===== config.mk =====
export PLATFORM = sky130hd
export DESIGN_NAME = load_store_unit
export DESIGN_NICKNAME = d
export VERILOG_FILES = /design/src/rtl/cpe_pkg.sv /design/src/rtl/lsu_align.sv /design/src/rtl/load_store_unit.sv
export SDC_FILE = /design/constraint.sdc
export NUM_CORES = 1
export LEC_CHECK = 0
export CAP_MARGIN = 20
export CORE_UTILIZATION = 29
export CTS_CLUSTER_SIZE = 25
export DETAILED_ROUTE_END_ITERATION = 10
export HOLD_SLACK_MARGIN = 0.08
export MAX_ROUTING_LAYER = met4
export PLACE_DENSITY = 0.61
export SETUP_SLACK_MARGIN = 0.5
export SLEW_MARGIN = 20
export SYNTH_ARGS = -nofsm -noshare
export SYNTH_HDL_FRONTEND = slang
export SYNTH_SLANG_ARGS = --single-unit

===== constraint.sdc =====
create_clock -name clk_w_i -period 2.2 [get_ports clk_w_i]
set_clock_uncertainty 0.05 [all_clocks]
set_input_delay 0.22 -clock clk_w_i [delete_from_list [all_inputs] [get_ports clk_w_i]]
set_output_delay 0.22 -clock clk_w_i [all_outputs]
set_load 0.03 [all_outputs]

===== src/rtl/cpe_pkg.sv =====
// rtl/cpe_pkg.sv - shared core constants: funct3 access codes, LSU state encoding, LSU timeout default
package cpe_pkg;

  // Load/store access size and sign, taken from the instruction's funct3 field
  localparam logic [2:0] F3_B  = 3'b000;
  localparam logic [2:0] F3_H  = 3'b001;
  localparam logic [2:0] F3_W  = 3'b010;
  localparam logic [2:0] F3_BU = 3'b100;
  localparam logic [2:0] F3_HU = 3'b101;

  // Bus cycles spent waiting for an ack before the access is aborted
  localparam int LSU_TIMEOUT_DEFAULT = 255;

  typedef enum logic [1:0] {
    LSU_IDLE = 2'd0,
    LSU_REQ  = 2'd1,
    LSU_DONE = 2'd2
  } lsu_state_e;

endpackage


===== src/rtl/lsu_align.sv =====
// rtl/lsu_align.sv - byte-lane steering for stores and lane select plus extension for loads
// Ports:
//   funct3_i     access size/sign
//   addr_lo_i    byte offset within the word
//   we_i         1 = store (unsigned funct3 codes are illegal for stores)
//   wdata_i      raw store data (rs2)
//   bus_rdata_i  word returned by the bus
//   be_o         byte enables for the access
//   wdata_o      store data replicated onto every lane
//   misalign_o   offset not a multiple of the access size
//   illegal_o    funct3 does not name a legal access
//   rdata_o      selected and extended load data
module lsu_align
  import cpe_pkg::*;
(
  input  logic [2:0]  funct3_i,
  input  logic [1:0]  addr_lo_i,
  input  logic        we_i,
  input  logic [31:0] wdata_i,
  input  logic [31:0] bus_rdata_i,
  output logic [3:0]  be_o,
  output logic [31:0] wdata_o,
  output logic        misalign_o,
  output logic        illegal_o,
  output logic [31:0] rdata_o
);

  logic [7:0]  sel_byte;
  logic [15:0] sel_half;

  always_comb begin
    be_o       = 4'b0000;
    wdata_o    = 32'h0;
    misalign_o = 1'b0;
    illegal_o  = 1'b0;
    unique case (funct3_i)
      F3_B, F3_BU: begin
        be_o    = 4'b0001 << addr_lo_i;
        wdata_o = {4{wdata_i[7:0]}};
      end
      F3_H, F3_HU: begin
        misalign_o = addr_lo_i[0];
        be_o       = addr_lo_i[1] ? 4'b1100 : 4'b0011;
        wdata_o    = {2{wdata_i[15:0]}};
      end
      F3_W: begin
        misalign_o = |addr_lo_i;
        be_o       = 4'b1111;
        wdata_o    = wdata_i;
      end
      default: illegal_o = 1'b1;
    endcase
    // Stores have no unsigned variants
    if (we_i && funct3_i[2]) illegal_o = 1'b1;
  end

  always_comb begin
    sel_byte = bus_rdata_i[{addr_lo_i, 3'b000} +: 8];
    sel_half = bus_rdata_i[{addr_lo_i[1], 4'b0000} +: 16];
    unique case (funct3_i)
      F3_B:    rdata_o = {{24{sel_byte[7]}}, sel_byte};
      F3_BU:   rdata_o = {24'h0, sel_byte};
      F3_H:    rdata_o = {{16{sel_half[15]}}, sel_half};
      F3_HU:   rdata_o = {16'h0, sel_half};
      F3_W:    rdata_o = bus_rdata_i;
      default: rdata_o = 32'h0;
    endcase
  end

endmodule


===== src/rtl/load_store_unit.sv =====
// rtl/load_store_unit.sv - executes one load or store per request over a req/ack data bus
// Ports:
//   clk_w_i, rst_w_i_h              clock, synchronous active-high reset
//   mem_rd_w_i_h, mem_wr_w_i_h      load/store request from the decoder
//   funct3_w_i, addr_w_i, wdata_w_i access size/sign, byte address, store data
//   rdata_w_o                       extended load result, valid with done
//   stall_w_o_h                     hold pipeline while the access is in flight
//   done_w_o_h, err_w_o_h           completion pulse and coincident fault pulse
//   bus_req/we/addr/be/wdata        bus request side, stable until ack
//   bus_ack_w_i_h, bus_rdata_w_i    bus completion and read word
module load_store_unit
  import cpe_pkg::*;
#(
  parameter int XLEN        = 32,
  parameter int TIMEOUT_CYC = LSU_TIMEOUT_DEFAULT
) (
  input  logic            clk_w_i,
  input  logic            rst_w_i_h,
  input  logic            mem_rd_w_i_h,
  input  logic            mem_wr_w_i_h,
  input  logic [2:0]      funct3_w_i,
  input  logic [XLEN-1:0] addr_w_i,
  input  logic [XLEN-1:0] wdata_w_i,
  output logic [XLEN-1:0] rdata_w_o,
  output logic            stall_w_o_h,
  output logic            done_w_o_h,
  output logic            err_w_o_h,
  output logic            bus_req_w_o_h,
  output logic            bus_we_w_o_h,
  output logic [XLEN-1:0] bus_addr_w_o,
  output logic [3:0]      bus_be_w_o,
  output logic [XLEN-1:0] bus_wdata_w_o,
  input  logic            bus_ack_w_i_h,
  input  logic [XLEN-1:0] bus_rdata_w_i
);

  // Counter value on the last REQ cycle allowed before the abort
  localparam logic [7:0] TIMEOUT_LAST = 8'(TIMEOUT_CYC - 1);

  lsu_state_e  state_q, state_d;
  logic [7:0]  cnt_q, cnt_d;
  logic [31:0] addr_q, addr_d;
  logic [31:0] wdata_q, wdata_d;
  logic [3:0]  be_q, be_d;
  logic [2:0]  f3_q, f3_d;
  logic        we_q, we_d;
  logic        err_q, err_d;
  logic [31:0] rdata_q, rdata_d;

  logic        request;
  logic        in_idle;
  logic        in_req;
  logic [2:0]  al_funct3;
  logic [1:0]  al_addr_lo;
  logic        al_we;
  logic [3:0]  al_be;
  logic [31:0] al_wdata;
  logic        al_misalign;
  logic        al_illegal;
  logic [31:0] al_rdata;

  assign request = mem_rd_w_i_h | mem_wr_w_i_h;
  assign in_idle = (state_q == LSU_IDLE);
  assign in_req  = (state_q == LSU_REQ);

  // The aligner checks the live request in IDLE and extends read data
  // against the latched access afterwards.
  assign al_funct3  = in_idle ? funct3_w_i     : f3_q;
  assign al_addr_lo = in_idle ? addr_w_i[1:0]  : addr_q[1:0];
  assign al_we      = in_idle ? mem_wr_w_i_h   : we_q;

  lsu_align u_align (
    .funct3_i    (al_funct3),
    .addr_lo_i   (al_addr_lo),
    .we_i        (al_we),
    .wdata_i     (wdata_w_i),
    .bus_rdata_i (bus_rdata_w_i),
    .be_o        (al_be),
    .wdata_o     (al_wdata),
    .misalign_o  (al_misalign),
    .illegal_o   (al_illegal),
    .rdata_o     (al_rdata)
  );

  always_comb begin
    state_d = state_q;
    cnt_d   = cnt_q;
    addr_d  = addr_q;
    wdata_d = wdata_q;
    be_d    = be_q;
    f3_d    = f3_q;
    we_d    = we_q;
    err_d   = err_q;
    rdata_d = rdata_q;
    unique case (state_q)
      LSU_IDLE: begin
        if (request) begin
          addr_d  = addr_w_i;
          wdata_d = al_wdata;
          be_d    = al_be;
          f3_d    = funct3_w_i;
          we_d    = mem_wr_w_i_h;
          cnt_d   = 8'h0;
          if ((mem_rd_w_i_h && mem_wr_w_i_h) || al_illegal || al_misalign) begin
            // Faulted requests never reach the bus
            state_d = LSU_DONE;
            err_d   = 1'b1;
            rdata_d = 32'h0;
          end else begin
            state_d = LSU_REQ;
            err_d   = 1'b0;
          end
        end
      end
      LSU_REQ: begin
        cnt_d = cnt_q + 8'd1;
        if (bus_ack_w_i_h) begin
          state_d = LSU_DONE;
          err_d   = 1'b0;
          rdata_d = we_q ? 32'h0 : al_rdata;
        end else if (cnt_q == TIMEOUT_LAST) begin
          state_d = LSU_DONE;
          err_d   = 1'b1;
          rdata_d = 32'h0;
        end
      end
      LSU_DONE: state_d = LSU_IDLE;
      default:  state_d = LSU_IDLE;
    endcase
  end

  always_ff @(posedge clk_w_i) begin
    if (rst_w_i_h) begin
      state_q <= LSU_IDLE;
      cnt_q   <= 8'h0;
      addr_q  <= 32'h0;
      wdata_q <= 32'h0;
      be_q    <= 4'h0;
      f3_q    <= 3'h0;
      we_q    <= 1'b0;
      err_q   <= 1'b0;
      rdata_q <= 32'h0;
    end else begin
      state_q <= state_d;
      cnt_q   <= cnt_d;
      addr_q  <= addr_d;
      wdata_q <= wdata_d;
      be_q    <= be_d;
      f3_q    <= f3_d;
      we_q    <= we_d;
      err_q   <= err_d;
      rdata_q <= rdata_d;
    end
  end

  // Stall from IDLE is combinational so the instruction is held on the request cycle
  assign stall_w_o_h   = ~rst_w_i_h & ((in_idle & request) | in_req);
  assign done_w_o_h    = (state_q == LSU_DONE);
  assign err_w_o_h     = done_w_o_h & err_q;
  assign rdata_w_o     = rdata_q;
  assign bus_req_w_o_h = in_req;
  assign bus_we_w_o_h  = in_req & we_q;
  assign bus_addr_w_o  = in_req ? {addr_q[31:2], 2'b00} : 32'h0;
  assign bus_be_w_o    = in_req ? be_q : 4'h0;
  assign bus_wdata_w_o = in_req ? wdata_q : 32'h0;

endmodule


==> results of run 1 <==
-- cell usage after synthesis (3+ instances only) --
library cell,count
a21oi_1,45
dfxtp_1,115
o2bb2ai_1,13
nor3_1,7
buf_6,10
buf_4,3
nand3_1,5
inv_1,12
a211oi_1,19
a311oi_1,3
o21ai_0,8
a22o_1,27
nand2_1,112
a222oi_1,7
buf_2,10
a22oi_1,9
nor2b_1,4
mux2i_1,11
nor4_1,4
o22ai_1,3
a221oi_1,16
and2_1,69
o221ai_1,5
nand2b_1,5
clkbuf_1,26
o2bb2ai_2,19
nor2_1,19
-- sequential cells by signal (all words and copies together) (netlist names) --
name	count
state_q	2
be_q	4
addr_q	32
we_q	1
err_q	1
f3_q	3
cnt_q	8
wdata_q	32
rdata_w_o	32
-- worst min-delay path: stages --
cell and delay [ns]:
clkdlybuf4s50_1 0.40, nand2_1 0.06, a21oi_1 0.05
-- report_power, final --
part | leakage [nW] | total (mW) | internal [mW] | switching [mW]
Sequential | 0.940 | 2.46 | 2.31 | 0.150
Clock | 0.279 | 2.64 | 1.68 | 0.957
Combinational | 3.56 | 3.52 | 1.78 | 1.74
-- cell type report --
type                    instances  area (um^2)  share of cell area (%)
clock inverters                 5         50.0                   0.478
well taps                     260          325                    3.11
inverters                      12         57.6                   0.550
multi-input cells             448         3660                    35.0
repair buffers                304         3550                    33.9
flip-flops and latches        115         2310                    22.1
repair inverters                1         8.76                  0.0837
clock buffers                  25          505                    4.83
-- routing by layer --
metal	GRT usage (%)	up-vias
met5	-	-
met4	6.58	0
met3	5.37	28
met2	35.0	216
met1	26.5	2826
li1	-	2819
-- repair_timing --
item                                    CTS  global route
gates resized for setup                 136           121
pin swaps                                45            34
gates cloned                             11             7
hold endpoints to repair                  0             0
endpoints found under the setup margin  210           210
setup buffers                            15            11
-- per-stage QoR --
stage          instances  utilization, %  setup TNS [ns]
6_report            1170            55.6               0
5_1_grt             1170            55.6               0
4_1_cts             1152            52.0               0
3_5_place_dp        1096            44.5           -5.24
3_3_place_gp        1096            44.4           -4.71
2_1_floorplan        627               -               0
-- final timing paths --
kind	from	end	cells after the start
worst min-delay path	addr_w_i[28]	addr_q[28]	3
worst max register to register	state_q[1]	rdata_w_o[20]	10
worst min register to register	addr_q[18]	addr_q[18]	2
worst max-delay path	state_q[1]	rdata_w_o[20]	10
-- cell families (layout without fill, tap and decap cells) --
group | after synthesis | after routing | share of synthesized area, %
other cells | 1 | 2 | 0.0670
simple gates | 239 | 239 | 21.1
xor+xnor | 2 | 2 | 0.313
flops | 115 | 115 | 41.1
compound gates | 190 | 190 | 28.4
fa+ha+maj | 2 | 2 | 0.447
buf+inv | 64 | 347 | 6.08
mux | 13 | 13 | 2.41
==> reports/qor.yml, run 1 <==
yosysTopAreaCell: "dfxtp_1"
first_pass_iters: 5
dieArea_mm2: 0.0199
synthesis.area_mm2: 0.00560
finalCriticalPeriod_ns: 2.12
hp-class: "input port to flop"
final_common_cell: "dfxtp_1"
vias_per_cell: 5.03
wl_um: 21400
die_h_um: 141
drc: 0
pre_cts_slack_ns: -0.177
clkSinkCount: 115
reg2reg_slack_ns: 0.08
p_leak_nw: 4.78
path_buf_inv: 4
period_share_pct: 96.4
highest_layer: "met4"
num_vias: 5889
finalMaxSlewViolations: 0
gp_congestion: 0.838
ys_seq_area_share_pct: 41.1
max_cap_viol_count: 0
dieWidth_um: 141
critical_path_class: "flop to flop"
holdWs_ns: 0.301
layout_common_cells: "113 x dfxtp_1, 102 x clkdlybuf4s50_1, 94 x nand2_1"
cts.path.max_buffers: 2
portBuffers: 206
synth.distinct_cells: 58
grt_max_degree: 39
cts_tree: "yes"
area_growth_pct: 86.9
avgRoutedWirePerCell_um: 18.3
outcome: "finished, final reports clean"
drive_above_1_share_pct: 42.0
slew_headroom_pct: 51.8
initial_utilization_pct: 29.7
synth_top_area_share_pct: 41.1
netlist_instances: 626
finish.net_count: 1005
route.met2.wl_um: 10600
powerDensity_mw_per_mm2: 823
gr-total-overflow: 0
critPathMostFrequentCell: "buf_6"
cts_root_buffer: "clkbuf_16"
synth.avg_cell_area_um2: 8.95
grt.total_usage_pct: 21.6
fp-row-count: 50
ys.flop_type: "dfxtp_1"
clk_latency_ns: 0.42
fin_total_pwr_mw: 8.62
async_flop_share_pct: 0
cp.arrival_ns: 2.42
clkTransAtPathRegs_ns: 0.06
core_area_mm2: 0.0188
required_ns: 2.50
path_cells: "buf_6, nor4_4, buf_4, a31oi_4, o21ba_4, o211ai_1, nor2b_4, buf_6, clkbuf_16, o2bb2ai_2"
num_io_pins: 209
irDropWorstVdd_mv: 0.624
yosys_warnings: 0
post_dp_cell_area_mm2: 0.00837
worst_slack_ns: 0.0796
htreeDepth: 4
stdcell_area_mm2: 0.0105
grt_pass1_wl_um: 32000
synth_edf_count: 0
grt_pass1_vias: 5653
path_max_fanout: 8
hpwl_um: 13300
nFillCells: 1649
antenna_cells: 0
cp-start-kind: "flop"
rsz0062_at_grt: "true"
crit_slowest_cell: "dfxtp_4"
yosys-top-cells-area: "dfxtp_1 41%, and2_1 7.7%, nand2_1 7.5%"
cp-end-kind: "flop"
worstMarginPinSlew_ns: 0.717
ant_nets: 0
cts_buffers: 17
holdBufCountCts: 0
drtIter0Drc: 329
dr_wl_met3_um: 1140
crit_family: "buffers and inverters"
setup_viol: 0
hold_viol: 0
synth_seq_cells: 115
grt_antenna_before_repair: 0
wl_met1_um: 9220
slowest_delay_ns: 0.37
timing.fmax_mhz: 472
(Power assumes the default switching activity.)
==> run 2, diff against run 1 <==
--- a/config.mk
+++ b/config.mk
@@ -5,13 +5,12 @@
 export SDC_FILE = /design/constraint.sdc
 export NUM_CORES = 1
 export LEC_CHECK = 0
-export CAP_MARGIN = 20
-export CORE_UTILIZATION = 29
+export CORE_UTILIZATION = 40
 export CTS_CLUSTER_SIZE = 25
 export DETAILED_ROUTE_END_ITERATION = 10
 export HOLD_SLACK_MARGIN = 0.08
 export MAX_ROUTING_LAYER = met4
-export PLACE_DENSITY = 0.61
+export PLACE_DENSITY = 0.78
 export SETUP_SLACK_MARGIN = 0.5
 export SLEW_MARGIN = 20
 export SYNTH_ARGS = -nofsm -noshare
==> reports/qor.yml, run 2 (synthesis results as in run 1) <==
outcome: "finished, final reports clean"
drive_above_1_share_pct: 39.9  # -2.0 points
critical_path_class: "flop to flop"
finalCriticalPeriod_ns: 2.18  # +0.0633 ns
drtIter0Drc: 554  # +68%
avgRoutedWirePerCell_um: 21.0  # +15%
cts_root_buffer: "clkbuf_16"
powerDensity_mw_per_mm2: 825  # +0.23%
max_cap_viol_count: 0  # unchanged
rsz0062_at_grt: "true"
grt_pass1_vias: 6213  # +9.9%
clk_latency_ns: 0.42  # about the same
initial_utilization_pct: 41.6  # +12 points
num_vias: 6321  # +7.3%
utilization_pct: 76.6  # +21 points
num_io_pins: 209  # unchanged
fin_total_pwr_mw: 8.51  # -1.3%
holdBufCountCts: 0  # unchanged
stdcell_area_mm2: 0.0103  # -1.5%
reg2reg_slack_ns: 0.02  # -0.06 ns
required_ns: 2.49  # about the same
grt_antenna_before_repair: 0  # unchanged
timing.fmax_mhz: 458  # -2.9%
pre_cts_slack_ns: -0.172  # +0.00452 ns
finish.net_count: 1012  # +0.70%
clkTransAtPathRegs_ns: 0.05  # about the same
first_pass_iters: 5  # unchanged
drc: 0  # unchanged
irDropWorstVdd_mv: 0.740  # +19%
cts_tree: "yes"
portBuffers: 206  # unchanged
gp_congestion: 0.895  # +6.9%
final_common_cell: "dfxtp_1"
finalMaxSlewViolations: 0  # unchanged
grt_max_degree: 39  # unchanged
cts.path.max_buffers: 2  # unchanged
htreeDepth: 4  # unchanged
cp-start-kind: "flop"
core_area_mm2: 0.0135  # -29%
cp-end-kind: "flop"
hpwl_um: 13000  # -2.0%
worst_slack_ns: 0.0164  # -0.0633 ns
gr-total-overflow: 0  # unchanged
cp.arrival_ns: 2.48  # +0.06 ns
wl_um: 23000  # +7.4%
dieArea_mm2: 0.0145  # -27%
fp-row-count: 42  # -16%
antenna_cells: 0  # unchanged
slew_headroom_pct: 48.8  # -3.0 points
worstMarginPinSlew_ns: 0.762  # +0.0443 ns
p_leak_nw: 4.74  # -0.88%
vias_per_cell: 5.77  # +15%
period_share_pct: 99.3  # +2.9 points
post_dp_cell_area_mm2: 0.00830  # -0.85%
clkSinkCount: 115  # unchanged
path_max_fanout: 8  # unchanged
die_h_um: 120  # -15%
grt_pass1_wl_um: 32700  # +2.4%
dieWidth_um: 120  # -15%
ant_nets: 0  # unchanged
layout_common_cells: "113 x dfxtp_1, 111 x nand2_1, 102 x clkdlybuf4s50_1"
hold_viol: 0  # unchanged
hp-class: "input port to flop"
setup_viol: 0  # unchanged
cts_buffers: 17  # unchanged
area_growth_pct: 84.1
grt.total_usage_pct: 30.5  # +8.8 points
run 2: cell count changes in the layout (fill, tap and decap cells not counted), sizes merged:
cell	delta
clkinv	+2
inv	-1
buf	+8
clkbuf	+1
bufinv	-1
run 2: final cells by class:
type	instances	area (um^2)
flip-flops and latches	115	2310
inverters	12	57.6
multi-input cells	448	3590
well taps	176	220
repair buffers	312	3620
clock buffers	26	479
fillers	872	3140
clock inverters	6	30.0
run 2: where the power goes:
part           switching (mW)  internal (mW)  leakage (nW)  total [mW]
Combinational            1.79           1.82          3.54        3.61
Clock                   0.938           1.48         0.256        2.42
Sequential              0.168           2.31         0.940        2.48
Total                    2.89           5.61          4.74        8.51
run 2: routing by layer:
layer	vias to the layer above	track usage, %	wire length [um]
met1	3035	34.8	8810
met3	83	8.16	1870
met4	0	13.5	858
met2	372	50.0	11400
li1	2831	-	-
met5	-	-	0
run 2: worst paths after layout:
path | from | end | cells past startpoint
max reg2reg | state_q[0] | rdata_w_o[13] | 8
min | rst_w_i_h | addr_q[29] | 3
min reg2reg | be_q[0] | be_q[0] | 2
max | state_q[0] | rdata_w_o[13] | 8
run 2: repair_timing:
| action | 4_1_cts | 5_1_grt |
|---|---|---|
| hold endpoints to repair | 0 | 0 |
| gates cloned | 10 | 8 |
| setup endpoints to repair | 207 | 210 |
| pin swaps | 29 | 19 |
| setup buffers | 24 | 12 |
| gates resized for setup | 540 | 126 |
run 2: metrics by stage:
step / cells / hold slack, ns / setup TNS, ns
5_1_grt: 1095 / 0.290 / -0.771
3_3_place_gp: 1009 / 0.379 / -2.34
6_report: 1095 / 0.292 / 0
2_1_floorplan: 627 / 0.289 / 0
3_5_place_dp: 1009 / 0.383 / -4.01
4_1_cts: 1075 / 0.264 / 0
run 2: critical path: stages (launching register included):
cell and delay, ns:
dfxtp_4 0.38, nor2_4 0.18, buf_6 0.13, mux2i_4 0.28
o21ba_4 0.19, o211ai_1 0.20, nor2b_4 0.34, clkbuf_16 0.23
o2bb2ai_1 0.13
==> run 3, diff against run 2 <==
--- a/config.mk
+++ b/config.mk
@@ -8,6 +8,7 @@
 export CORE_UTILIZATION = 40
 export CTS_CLUSTER_SIZE = 25
 export DETAILED_ROUTE_END_ITERATION = 10
+export GPL_TIMING_DRIVEN = 0
 export HOLD_SLACK_MARGIN = 0.08
 export MAX_ROUTING_LAYER = met4
 export PLACE_DENSITY = 0.78
==> reports/qor.yml, run 3 (synthesis results as in run 1) <==
die_h_um: 120  # unchanged
outcome: "finished, violations left"
hold_viol: 0  # unchanged
wl_um: 21400  # -6.9%
hp-class: "input port to flop"
ant_nets: 0  # unchanged
placed_cells: 1008  # -0.099%
finalCriticalPeriod_ns: 2.27  # +0.0880 ns
critical_path_class: "flop to flop"
htreeDepth: 4  # unchanged
fin_cells: 1091  # -0.37%
fin_total_pwr_mw: 8.78  # +3.2%
clk_latency_ns: 0.41  # about the same
num_io_pins: 209  # unchanged
area_growth_pct: 78.9
crit_slowest_cell: "buf_2"
initial_utilization_pct: 41.6  # unchanged
required_ns: 2.50  # about the same
fp-row-count: 42  # unchanged
clkTransAtPathRegs_ns: 0.06  # about the same
max_cap_viol_count: 0  # unchanged
portBuffers: 205  # -0.49%
utilization_pct: 74.5  # -2.1 points
finish.net_count: 1009  # -0.30%
hpwl_um: 13700  # +5.3%
cts.path.max_buffers: 2  # unchanged
clkSinkCount: 115  # unchanged
violations: "negative setup slack"
worstMarginPinSlew_ns: 0.708  # -0.0538 ns
gp_congestion: 0.888  # -0.79%
drive_above_1_share_pct: 38.9  # -1.0 points
grt_max_degree: 17  # -56%
slew_headroom_pct: 52.4  # +3.6 points
holdWs_ns: 0.298  # +0.00607 ns
first_pass_iters: 6  # +1
cts_root_buffer: "clkbuf_16"
critPathMostFrequentCell: "buf_12"
grt_pass1_vias: 6273  # +0.97%
rsz0062_at_grt: "true"
powerDensity_mw_per_mm2: 876  # +6.2%
path_cells: "buf_12, nor4_2, a21oi_4, buf_12, buf_4, nor2_4, buf_2, a211oi_2, o2bb2ai_2"
path_max_fanout: 10  # +2
irDropWorstVdd_mv: 0.569  # -23%
cp.arrival_ns: 2.57  # +0.09 ns
setup_viol: 28  # +28
drc: 0  # unchanged
worst_slack_ns: -0.0716  # -0.0880 ns
vias_per_cell: 5.64  # -2.3%
dieWidth_um: 120  # unchanged
finalMaxSlewViolations: 0  # unchanged
grt_pass1_wl_um: 32100  # -2.0%
nFillCells: 890  # +2.1%
cp-start-kind: "flop"
grt.total_usage_pct: 29.1  # -1.4 points
gr-total-overflow: 0  # unchanged
num_vias: 6154  # -2.6%
grt_antenna_before_repair: 0  # unchanged
cts_buffers: 17  # unchanged
cp-end-kind: "flop"
fin_tns_setup_ns: -0.746  # -0.746 ns
layout_common_cells: "114 x dfxtp_1, 113 x clkdlybuf4s50_1, 111 x nand2_1"
slowest_delay_ns: 0.38  # about the same
avgRoutedWirePerCell_um: 19.6  # -6.6%
cts_tree: "yes"
period_share_pct: 103  # +4.0 points
antenna_cells: 0  # unchanged
core_area_mm2: 0.0135  # unchanged
p_leak_nw: 4.42  # -6.8%
dieArea_mm2: 0.0145  # unchanged
timing.fmax_mhz: 440  # -3.9%
final_common_cell: "dfxtp_1"
drtIter0Drc: 630  # +14%
## run 3: cell count changes in the layout (fill, tap and decap cells not counted), moves of 9 or more
cell             change
buf_4               -13
dlymetal6s2s_1      -12
buf_12              -12
clkdlybuf4s50_1     +11
clkbuf_8            +12
and2_2              +40
buf_16               -9
and2_4              -42
## run 3: layout make-up
type                            count  area, um^2  area share [%]
Buffer                             52         634            6.33
Clock buffer                       22         494            4.93
Clock inverter                      9         150            1.50
Inverter                           12        52.6           0.524
Multi-Input combinational cell    448        3490            34.8
Sequential cell                   115        2310            23.0
Tap cell                          176         220            2.20
Timing Repair Buffer              257        2670            26.7
## run 3: final timing paths
kind / cells after the start / start / endpoint / slack (ns)
worst min-delay path: 2 / rst_w_i_h / err_q / 0.30
worst max-delay path: 9 / state_q[0] / rdata_w_o[22] / -0.07
worst max register to register: 9 / state_q[0] / rdata_w_o[22] / -0.07
worst min register to register: 2 / be_q[0] / be_q[0] / 0.39
## run 3: layer usage
| metal | GRT usage [%] | vias up | routed length (um) |
|---|---|---|---|
| met5 | - | - | 0 |
| met4 | 12.9 | 0 | 687 |
| met3 | 7.08 | 67 | 1580 |
| met2 | 47.7 | 329 | 10400 |
| met1 | 33.7 | 2923 | 8710 |
| li1 | - | 2835 | - |
## run 3: critical path, delay by kind of cell, from the launching register on
kind	cells	cell delay [ns]
buffers and inverters	4	0.82
AND/OR/NAND/NOR	2	0.57
AO/OA/AOI/OAI	3	0.39
flip-flops	1	0.37
## run 3: report_power, final
part	switching [mW]	leakage (nW)	total [mW]	internal, mW
Sequential	0.134	0.940	2.44	2.31
Clock	0.966	0.314	3.00	2.03
Combinational	1.71	3.16	3.34	1.63
Total	2.81	4.42	8.78	5.97
## run 3: what timing repair did
item,CTS,global route
setup buffers,24,21
gates cloned,6,1
pin swaps,30,14
endpoints found under the setup margin,214,205
resized for setup,595,86
hold buffers,0,0
## run 3: through the flow
step                      instance area, um^2  setup slack, ns
after floorplan                          5860            0.154
after global placement                   8130           -0.476
after detailed placement                 8130           -0.514
after CTS                                9570          -0.0241
after global routing                    10000           -0.144
final                                   10000          -0.0716
